## src/rtl/layer_seq_ctrl_if.sv

```systemverilog
// layer_seq_ctrl_if: start/result strobes plus weight, FM and result memory ports.
// The sequencer uses the master view; the layer/memory side uses the slave view.
interface layer_seq_ctrl_if #(
   parameter int W_ADDR_W   = 10,
   parameter int FM_ADDR_W  = 12,
   parameter int OUT_ADDR_W = 8
);
   logic                  i_start;
   logic                  i_blk_en;
   logic                  o_busy;
   logic                  o_done;
   logic                  o_err;
   logic                  o_w_rd_en;
   logic [W_ADDR_W-1:0]   o_w_addr;
   logic                  o_weight_en;
   logic                  o_fm_rd_en;
   logic [FM_ADDR_W-1:0]  o_fm_addr;
   logic                  o_go;
   logic                  o_out_wr_en;
   logic [OUT_ADDR_W-1:0] o_out_addr;
   logic                  o_accum;

   modport master (
      input  i_start, i_blk_en,
      output o_busy, o_done, o_err, o_w_rd_en, o_w_addr, o_weight_en,
             o_fm_rd_en, o_fm_addr, o_go, o_out_wr_en, o_out_addr, o_accum
   );

   modport slave (
      output i_start, i_blk_en,
      input  o_busy, o_done, o_err, o_w_rd_en, o_w_addr, o_weight_en,
             o_fm_rd_en, o_fm_addr, o_go, o_out_wr_en, o_out_addr, o_accum
   );
endinterface

```

## src/rtl/layer_seq_ctrl.sv

```systemverilog
// layer_seq_ctrl: per-channel weight fetch, FM stream and result-write sequencer
// for one convolutional layer. Every output is a flop; output next-values are
// derived from the next state so they line up with the state they belong to.
module layer_seq_ctrl #(
   parameter int KERNEL_SIZE = 3,
   parameter int FM_SIZE     = 8,
   parameter int IN_FM_CH    = 2,
   parameter int RES_PER_CH  = 6,
   parameter int TIMEOUT     = 1023,
   parameter int W_ADDR_W    = 10,
   parameter int FM_ADDR_W   = 12,
   parameter int OUT_ADDR_W  = 8
) (
   input logic              i_clk,
   input logic              i_rst,
   layer_seq_ctrl_if.master bus
);
   localparam int NUM_W  = KERNEL_SIZE * KERNEL_SIZE;
   localparam int NUM_FM = FM_SIZE * FM_SIZE;
   localparam int K_W    = (NUM_W > 1)    ? $clog2(NUM_W)    : 1;
   localparam int P_W    = (NUM_FM > 1)   ? $clog2(NUM_FM)   : 1;
   localparam int C_W    = (IN_FM_CH > 1) ? $clog2(IN_FM_CH) : 1;
   localparam int R_W    = $clog2(RES_PER_CH + 1);
   localparam int T_W    = (TIMEOUT > 1)  ? $clog2(TIMEOUT)  : 1;

   localparam logic [K_W-1:0] K_LAST = K_W'(NUM_W - 1);
   localparam logic [P_W-1:0] P_LAST = P_W'(NUM_FM - 1);
   localparam logic [C_W-1:0] C_LAST = C_W'(IN_FM_CH - 1);
   localparam logic [R_W-1:0] R_FULL = R_W'(RES_PER_CH);
   localparam logic [T_W-1:0] T_LAST = T_W'(TIMEOUT - 1);

   typedef enum logic [2:0] {S_IDLE, S_LOAD_W, S_STREAM, S_DRAIN, S_DONE} state_t;

   state_t state_q, state_d;
   logic [C_W-1:0] c_q, c_d;
   logic [K_W-1:0] k_q, k_d;
   logic [P_W-1:0] p_q, p_d;
   logic [R_W-1:0] r_q, r_d;
   logic [T_W-1:0] to_q, to_d;

   logic busy_q, busy_d, done_q, done_d, err_q, err_d;
   logic w_rd_en_q, w_rd_en_d, weight_en_q, weight_en_d;
   logic fm_rd_en_q, fm_rd_en_d, go_q, go_d;
   logic out_wr_en_q, out_wr_en_d, accum_q, accum_d;
   logic [W_ADDR_W-1:0]   w_addr_q, w_addr_d;
   logic [FM_ADDR_W-1:0]  fm_addr_q, fm_addr_d;
   logic [OUT_ADDR_W-1:0] out_addr_q, out_addr_d;

   logic        start_acc, tmo, wr_hit;
   logic [31:0] w_full, fm_full;

   // State, counters and registered outputs; reset aborts any run in progress.
   always_ff @(posedge i_clk or negedge i_rst) begin
      if (!i_rst) begin
         state_q     <= S_IDLE;
         c_q         <= '0;
         k_q         <= '0;
         p_q         <= '0;
         r_q         <= '0;
         to_q        <= '0;
         busy_q      <= 1'b0;
         done_q      <= 1'b0;
         err_q       <= 1'b0;
         w_rd_en_q   <= 1'b0;
         w_addr_q    <= '0;
         weight_en_q <= 1'b0;
         fm_rd_en_q  <= 1'b0;
         fm_addr_q   <= '0;
         go_q        <= 1'b0;
         out_wr_en_q <= 1'b0;
         out_addr_q  <= '0;
         accum_q     <= 1'b0;
      end else begin
         state_q     <= state_d;
         c_q         <= c_d;
         k_q         <= k_d;
         p_q         <= p_d;
         r_q         <= r_d;
         to_q        <= to_d;
         busy_q      <= busy_d;
         done_q      <= done_d;
         err_q       <= err_d;
         w_rd_en_q   <= w_rd_en_d;
         w_addr_q    <= w_addr_d;
         weight_en_q <= weight_en_d;
         fm_rd_en_q  <= fm_rd_en_d;
         fm_addr_q   <= fm_addr_d;
         go_q        <= go_d;
         out_wr_en_q <= out_wr_en_d;
         out_addr_q  <= out_addr_d;
         accum_q     <= accum_d;
      end
   end

   // Next state and counters; results are only counted while the layer can produce them.
   always_comb begin
      state_d   = state_q;
      c_d       = c_q;
      k_d       = k_q;
      p_d       = p_q;
      r_d       = r_q;
      to_d      = '0;
      start_acc = 1'b0;
      tmo       = 1'b0;
      wr_hit    = ((state_q == S_STREAM) || (state_q == S_DRAIN)) &&
                  bus.i_blk_en && (r_q < R_FULL);
      if (wr_hit) r_d = r_q + 1'b1;
      case (state_q)
         S_IDLE: begin
            if (bus.i_start) begin
               start_acc = 1'b1;
               state_d   = S_LOAD_W;
               c_d       = '0;
               k_d       = '0;
               r_d       = '0;
            end
         end
         S_LOAD_W: begin
            if (k_q == K_LAST) begin
               state_d = S_STREAM;
               p_d     = '0;
            end else begin
               k_d = k_q + 1'b1;
            end
         end
         S_STREAM: begin
            if (p_q == P_LAST) state_d = S_DRAIN;
            else               p_d     = p_q + 1'b1;
         end
         S_DRAIN: begin
            // The full-count check sees r one cycle after the last write.
            if (r_q == R_FULL) begin
               if (c_q == C_LAST) begin
                  state_d = S_DONE;
               end else begin
                  state_d = S_LOAD_W;
                  c_d     = c_q + 1'b1;
                  k_d     = '0;
                  r_d     = '0;
               end
            end else if (!bus.i_blk_en && (to_q == T_LAST)) begin
               tmo     = 1'b1;
               state_d = S_DONE;
            end else begin
               to_d = bus.i_blk_en ? '0 : to_q + 1'b1;
            end
         end
         S_DONE:  state_d = S_IDLE;
         default: state_d = S_IDLE;
      endcase
   end

   // Output next-values: read strobes/addresses follow the next state, go and weight-valid lag a read by one cycle.
   always_comb begin
      busy_d      = (state_d == S_LOAD_W) || (state_d == S_STREAM) || (state_d == S_DRAIN);
      done_d      = (state_d == S_DONE);
      err_d       = err_q;
      if (start_acc) err_d = 1'b0;
      if (tmo)       err_d = 1'b1;
      w_rd_en_d   = (state_d == S_LOAD_W);
      w_full      = 32'(c_d) * 32'(NUM_W) + 32'(k_d);
      w_addr_d    = w_rd_en_d ? w_full[W_ADDR_W-1:0] : '0;
      weight_en_d = w_rd_en_q;
      fm_rd_en_d  = (state_d == S_STREAM);
      fm_full     = 32'(c_d) * 32'(NUM_FM) + 32'(p_d);
      fm_addr_d   = fm_rd_en_d ? fm_full[FM_ADDR_W-1:0] : '0;
      go_d        = (state_q == S_STREAM) && (p_q == '0);
      out_wr_en_d = wr_hit;
      out_addr_d  = wr_hit ? OUT_ADDR_W'(r_q) : out_addr_q;
      accum_d     = wr_hit && (c_q != '0);
   end

   assign bus.o_busy      = busy_q;
   assign bus.o_done      = done_q;
   assign bus.o_err       = err_q;
   assign bus.o_w_rd_en   = w_rd_en_q;
   assign bus.o_w_addr    = w_addr_q;
   assign bus.o_weight_en = weight_en_q;
   assign bus.o_fm_rd_en  = fm_rd_en_q;
   assign bus.o_fm_addr   = fm_addr_q;
   assign bus.o_go        = go_q;
   assign bus.o_out_wr_en = out_wr_en_q;
   assign bus.o_out_addr  = out_addr_q;
   assign bus.o_accum     = accum_q;
endmodule

```

## src/flat_wrapper.sv

```systemverilog
// flat-port wrapper written by rule: the top's interface ports become plain ports
module layer_seq_ctrl_flat 
#(
   parameter int KERNEL_SIZE = 3,
   parameter int FM_SIZE     = 8,
   parameter int IN_FM_CH    = 2,
   parameter int RES_PER_CH  = 6,
   parameter int TIMEOUT     = 1023,
   parameter int W_ADDR_W    = 10,
   parameter int FM_ADDR_W   = 12,
   parameter int OUT_ADDR_W  = 8
)
  (i_clk, i_rst, bus_i_start, bus_i_blk_en, bus_o_busy, bus_o_done, bus_o_err, bus_o_w_rd_en, bus_o_w_addr, bus_o_weight_en, bus_o_fm_rd_en, bus_o_fm_addr, bus_o_go, bus_o_out_wr_en, bus_o_out_addr, bus_o_accum);
  layer_seq_ctrl_if #(.W_ADDR_W(W_ADDR_W), .FM_ADDR_W(FM_ADDR_W), .OUT_ADDR_W(OUT_ADDR_W)) bus_i ();
  input logic i_clk;
  input logic i_rst;
  input wire logic [$bits(bus_i.i_start)-1:0] bus_i_start;
  input wire logic [$bits(bus_i.i_blk_en)-1:0] bus_i_blk_en;
  output wire logic [$bits(bus_i.o_busy)-1:0] bus_o_busy;
  output wire logic [$bits(bus_i.o_done)-1:0] bus_o_done;
  output wire logic [$bits(bus_i.o_err)-1:0] bus_o_err;
  output wire logic [$bits(bus_i.o_w_rd_en)-1:0] bus_o_w_rd_en;
  output wire logic [$bits(bus_i.o_w_addr)-1:0] bus_o_w_addr;
  output wire logic [$bits(bus_i.o_weight_en)-1:0] bus_o_weight_en;
  output wire logic [$bits(bus_i.o_fm_rd_en)-1:0] bus_o_fm_rd_en;
  output wire logic [$bits(bus_i.o_fm_addr)-1:0] bus_o_fm_addr;
  output wire logic [$bits(bus_i.o_go)-1:0] bus_o_go;
  output wire logic [$bits(bus_i.o_out_wr_en)-1:0] bus_o_out_wr_en;
  output wire logic [$bits(bus_i.o_out_addr)-1:0] bus_o_out_addr;
  output wire logic [$bits(bus_i.o_accum)-1:0] bus_o_accum;
  assign bus_i.i_start = bus_i_start;
  assign bus_i.i_blk_en = bus_i_blk_en;
  assign bus_o_busy = bus_i.o_busy;
  assign bus_o_done = bus_i.o_done;
  assign bus_o_err = bus_i.o_err;
  assign bus_o_w_rd_en = bus_i.o_w_rd_en;
  assign bus_o_w_addr = bus_i.o_w_addr;
  assign bus_o_weight_en = bus_i.o_weight_en;
  assign bus_o_fm_rd_en = bus_i.o_fm_rd_en;
  assign bus_o_fm_addr = bus_i.o_fm_addr;
  assign bus_o_go = bus_i.o_go;
  assign bus_o_out_wr_en = bus_i.o_out_wr_en;
  assign bus_o_out_addr = bus_i.o_out_addr;
  assign bus_o_accum = bus_i.o_accum;
  layer_seq_ctrl #(.KERNEL_SIZE(KERNEL_SIZE), .FM_SIZE(FM_SIZE), .IN_FM_CH(IN_FM_CH), .RES_PER_CH(RES_PER_CH), .TIMEOUT(TIMEOUT), .W_ADDR_W(W_ADDR_W), .FM_ADDR_W(FM_ADDR_W), .OUT_ADDR_W(OUT_ADDR_W)) u_core (.i_clk(i_clk), .i_rst(i_rst), .bus(bus_i));
endmodule
```

## config.mk

```make
export PLATFORM = sky130hd
export DESIGN_NAME = layer_seq_ctrl_flat
export DESIGN_NICKNAME = d
export VERILOG_FILES = /design/src/rtl/layer_seq_ctrl_if.sv /design/src/rtl/layer_seq_ctrl.sv /design/src/flat_wrapper.sv
export SDC_FILE = /design/constraint.sdc
export NUM_CORES = 1
export LEC_CHECK = 0
export BUFFER_PORTS_ARGS = -buffer_cell sky130_fd_sc_hd__buf_2
export CORE_ASPECT_RATIO = 1.5
export CORE_MARGIN = 3
export CORE_UTILIZATION = 36
export CTS_BUF_LIST = sky130_fd_sc_hd__clkbuf_4 sky130_fd_sc_hd__clkbuf_8 sky130_fd_sc_hd__clkbuf_16
export DETAILED_ROUTE_END_ITERATION = 7
export PLACE_DENSITY = 0.61
export SLEW_MARGIN = 20
export SYNTH_ARGS = -nofsm -noshare
export SYNTH_HDL_FRONTEND = slang
export SYNTH_SLANG_ARGS = --single-unit
```

## constraint.sdc

```tcl
create_clock -name i_clk -period 2.7 [get_ports i_clk]
set_clock_uncertainty 0.05 [all_clocks]
set_input_delay 0.135 -clock i_clk [delete_from_list [all_inputs] [get_ports i_clk]]
set_output_delay 0.135 -clock i_clk [all_outputs]
set_load 0.02 [all_outputs]
```

==> summary.txt <==
Drt
  – Vias per cell: 4.84
  – Post-detailed-routing wire length: 4220 um
  – Vias: 1611
  – Antenna-violating nets left: 0
  – Drt drc: 0
  – Detailed Routing Iterations Pass 1: 4
  – Initial DRC count: 45
  – Routed length per placed instance: 12.7 um

Global routing
  – Global-route usage over all layers: between 10% and 20%
  – Largest net degree at the start of global routing: 27
  – Initial antenna violation count: 0
  – Gr ovfl total: 0
  – First-pass GRT wire length: 7330 um
  – Vias in the first global route: about 1.6k

Yosys
  – Complex-gate fraction of the synthesized area: under 10%
  – Register bit total from synthesis: 51
  – Largest family of logic cells by synthesized area: simple AND/OR/NAND/NOR gates
  – Avg Inst Size Synth: between 10 and 15 sq um
  – Most common cell in the netlist: dfrtp_1
  – Adder-cell share of the synthesized area: 5.65%
  – Distinct cells, synth: 49
  – Post-synth EDFFs: 0
  – Synth Area in Simple Gates: 22.0%
  – Top cells by count, synth: dfrtp_1, nor2_1, buf_4
  – Leading area contributor after synthesis: dfrtp_1
  – Yosys top cell area share: between 50% and 60%
  – Syn. warnings: 0
  – FFs w/ async S/R, synth: 100%
  – Post-Syn Area: around 2400 sq um
  – Synth Area in XOR/XNOR: about 3.6%
  – Sequential-to-total area share from yosys stat: 52.4%
  – Post-Synthesis Cells: 224
  – Most used DFF post-synth: dfrtp_1
  – Multiplexer area fraction after synthesis: 1.28%
  – Synth area leaders: dfrtp_1, ha_1, buf_4

Critical path
  – CP delay by family, top: simple AND/OR/NAND/NOR gates
  – Critical path launch point type: register
  – Slowest cell on the critical path: dfrtp_1
  – Critical path type: reg2reg
  – Arr. time, crit path: 2.54 ns
  – WP buf/inv: 1
  – Worst setup EP type: register
  – Crit path required time: approximately 2.8 ns
  – CP Max Fanout: 9
  – Slowest Stage Delay on Critical Path: 0.48 ns
  – CP cell instances: nor2b_1 -> nor3b_1 -> a21o_1 -> nor2_4 -> inv_2 -> a21oi_1 -> ha_1 -> ha_1 -> a31oi_1 -> nor2_1
  – Most common cell on crit path: ha_1

STA
  – Tightest Pin Transition: 0.558 ns
  – Final setup margin: between 0.3 and 0.4 ns
  – Endpoints failing setup: 0
  – Slew headroom: 62.8%
  – Fin crit share: 88.8%
  – WHS: 0.177 ns
  – Setup TNS: 0 ns
  – Fmax: 0.417 GHz
  – Slew Viols, Final: 0
  – RSZ-0062 raised after global routing: false
  – Final Hold Fails: 0
  – Min cycle time layout: 2.40 ns

Pwr
  – Leakage: 1.36 nW
  – Combinational Power Share: 33.7%
  – Clock power share: ~22%
  – Cell area power density: a little under 900 nW/um^2
  – Max VDD drop: about 0.25 mV
  – P_int: 1.55 mW
  – Sequential share of power: 44.0%
  – Psw: a little under 0.9 mW
  – Net switching fraction of the power: 36.1%

Floorplanning
  – Core box area: 6530 sq um
  – Initial Utilization: between 30% and 40%
  – DIE WIDTH: roughly 73 um
  – Die height: 107 um
  – Full die area: 7810 sq um
  – Row count: 36
  – Num ports: 43

Place
  – Dpl hpwl: about 3200 um
  – Final GP Congestion: around 0.82
  – Placed insts: 324
  – Setup WS pre-CTS: 0.358 ns
  – I/O Buffers: 27

Clock network
  – Clock root buffer master: clkbuf_8
  – Reg clk slew, reported paths: 0.09 ns
  – CTS-repair resized insts: 0
  – Clock sink total: 51
  – Post-CTS Setup Inserts: 0
  – H-tree depth: 2
  – CTS buffer count: 5
  – Clock Tree Buf Depth: 2
  – Clk_lat worst skew: 0.30 ns
  – CTS tree: done

Run
  – # Max-Cap Violations: 0

Layout
  – Fill cell count: around 650
  – Area taken by flip-flops and latches: around 1300 sq um
  – Layout cell share with drive strength beyond 1: 18.7%
  – Area growth syn-to-layout: 11.6%
  – Multi-input logic area: 1030 sq um
  – Non-filler cells, final: about 330
  – # diodes: 0
  – Final #Nets: between 200 and 300
  – Final Util: 41.6%

Min path
  – Worst min path class: in2reg

Status
  – Outcome: completed
## path summary, 6_finish.rpt
| path | start | to | slack, ns | cells past startpoint |
|---|---|---|---|---|
| max | u_core.state_q[1] | u_core.bus.o_w_addr[4] | 0.30 | 10 |
| min | bus_i_blk_en | u_core.bus.o_err | 0.18 | 3 |
| max reg2reg | u_core.state_q[1] | u_core.bus.o_w_addr[4] | 0.30 | 10 |
| min reg2reg | u_core.bus.o_w_rd_en | u_core.bus.o_weight_en | 0.34 | 0 |
| max in group asynchronous | i_rst | u_core.to_q[7] | 1.55 | 3 |
| min in group asynchronous | i_rst | u_core.bus.o_fm_addr[6] | 0.30 | 2 |
## per-stage QoR
step                power (mW)  cell area, sq um
floorplan                 1.71              2490
global placement          1.89              2590
detailed placement        1.90              2590
CTS                       2.46              2720
global route              2.60              2720
finish                    2.42              2720
## placed cells by master (no fill, tap or decap), drive strengths merged, types with 4 or more instances in the layout
cell and instances:
ha 11, nor3b 4, inv 13, nor2 30, clkbuf 6, xnor2 6, xor2 4, nand2 8
a21oi 7, nand4 6, and3 5, and2 6, dfrtp 51, conb 15, nor3 4, nand3 10
buf 28
## layout make-up
cell class | count | share of cell area, %
clock buffers | 6 | 3.04
clock inverters | 2 | 1.29
inverters | 13 | 1.80
multi-input cells | 156 | 37.8
flip-flops and latches | 51 | 47.0
well taps | 76 | 3.50
repair buffers | 29 | 5.62
## metal layers
metal | up-vias | wire length, um | global-route usage [%]
li1 | 803 | - | -
met1 | 769 | 1720 | 13.9
met2 | 32 | 2260 | 20.9
met3 | 7 | 149 | 2.06
met4 | 0 | 97 | 5.54
met5 | - | 0 | 0
## power by group through the flow
stage / combinational, mW / sequential [mW] / clock [mW]
after floorplan: 0.572 / 1.14 / 0
after global placement: 0.820 / 1.07 / 0
after detailed placement: 0.825 / 1.08 / 0
after CTS: 0.831 / 1.07 / 0.560
after global routing: 0.924 / 1.09 / 0.583
final: 0.816 / 1.06 / 0.538
## worst register-to-register path, stage by stage (launching register included)
cell and delay [ns]:
dfrtp_1 0.48, nor2b_1 0.17, nor3b_1 0.43, a21o_1 0.26, nor2_4 0.08, inv_2 0.09, a21oi_1 0.08, ha_1 0.22
ha_1 0.21, a31oi_1 0.16, nor2_1 0.05
## registers in the layout (all words and copies together) (netlist names)
| name | flops |
|---|---|
| u_core.bus.o_w_addr | 5 |
| u_core.to_q | 10 |
| u_core.bus.o_accum | 1 |
| u_core.bus.o_out_addr | 3 |
| u_core.bus.o_busy | 1 |
| u_core.bus.o_fm_rd_en | 1 |
| u_core.bus.o_w_rd_en | 1 |
| u_core.k_q | 4 |
| u_core.c_q | 1 |
| u_core.bus.o_fm_addr | 7 |
| u_core.bus.o_weight_en | 1 |
| u_core.bus.o_err | 1 |
| u_core.bus.o_done | 1 |
| u_core.state_q | 3 |
| u_core.bus.o_out_wr_en | 1 |
| u_core.p_q | 6 |
| u_core.r_q | 3 |
| u_core.bus.o_go | 1 |
## what timing repair did
item	4_1_cts	5_1_grt
hold buffers	1	0
endpoints found under the hold margin	25	0
setup endpoints to repair	0	0
## cells by family after synthesis
logic type,after synthesis
AOI/OAI and AO/OA,26
xor gates and xnor gates,10
adders and majority gates,11
buffers and inverters,31
DFF,51
muxes,3
other,1
and+or+nand+nor,91
Note: power is estimated with default switching activity, not from simulation.
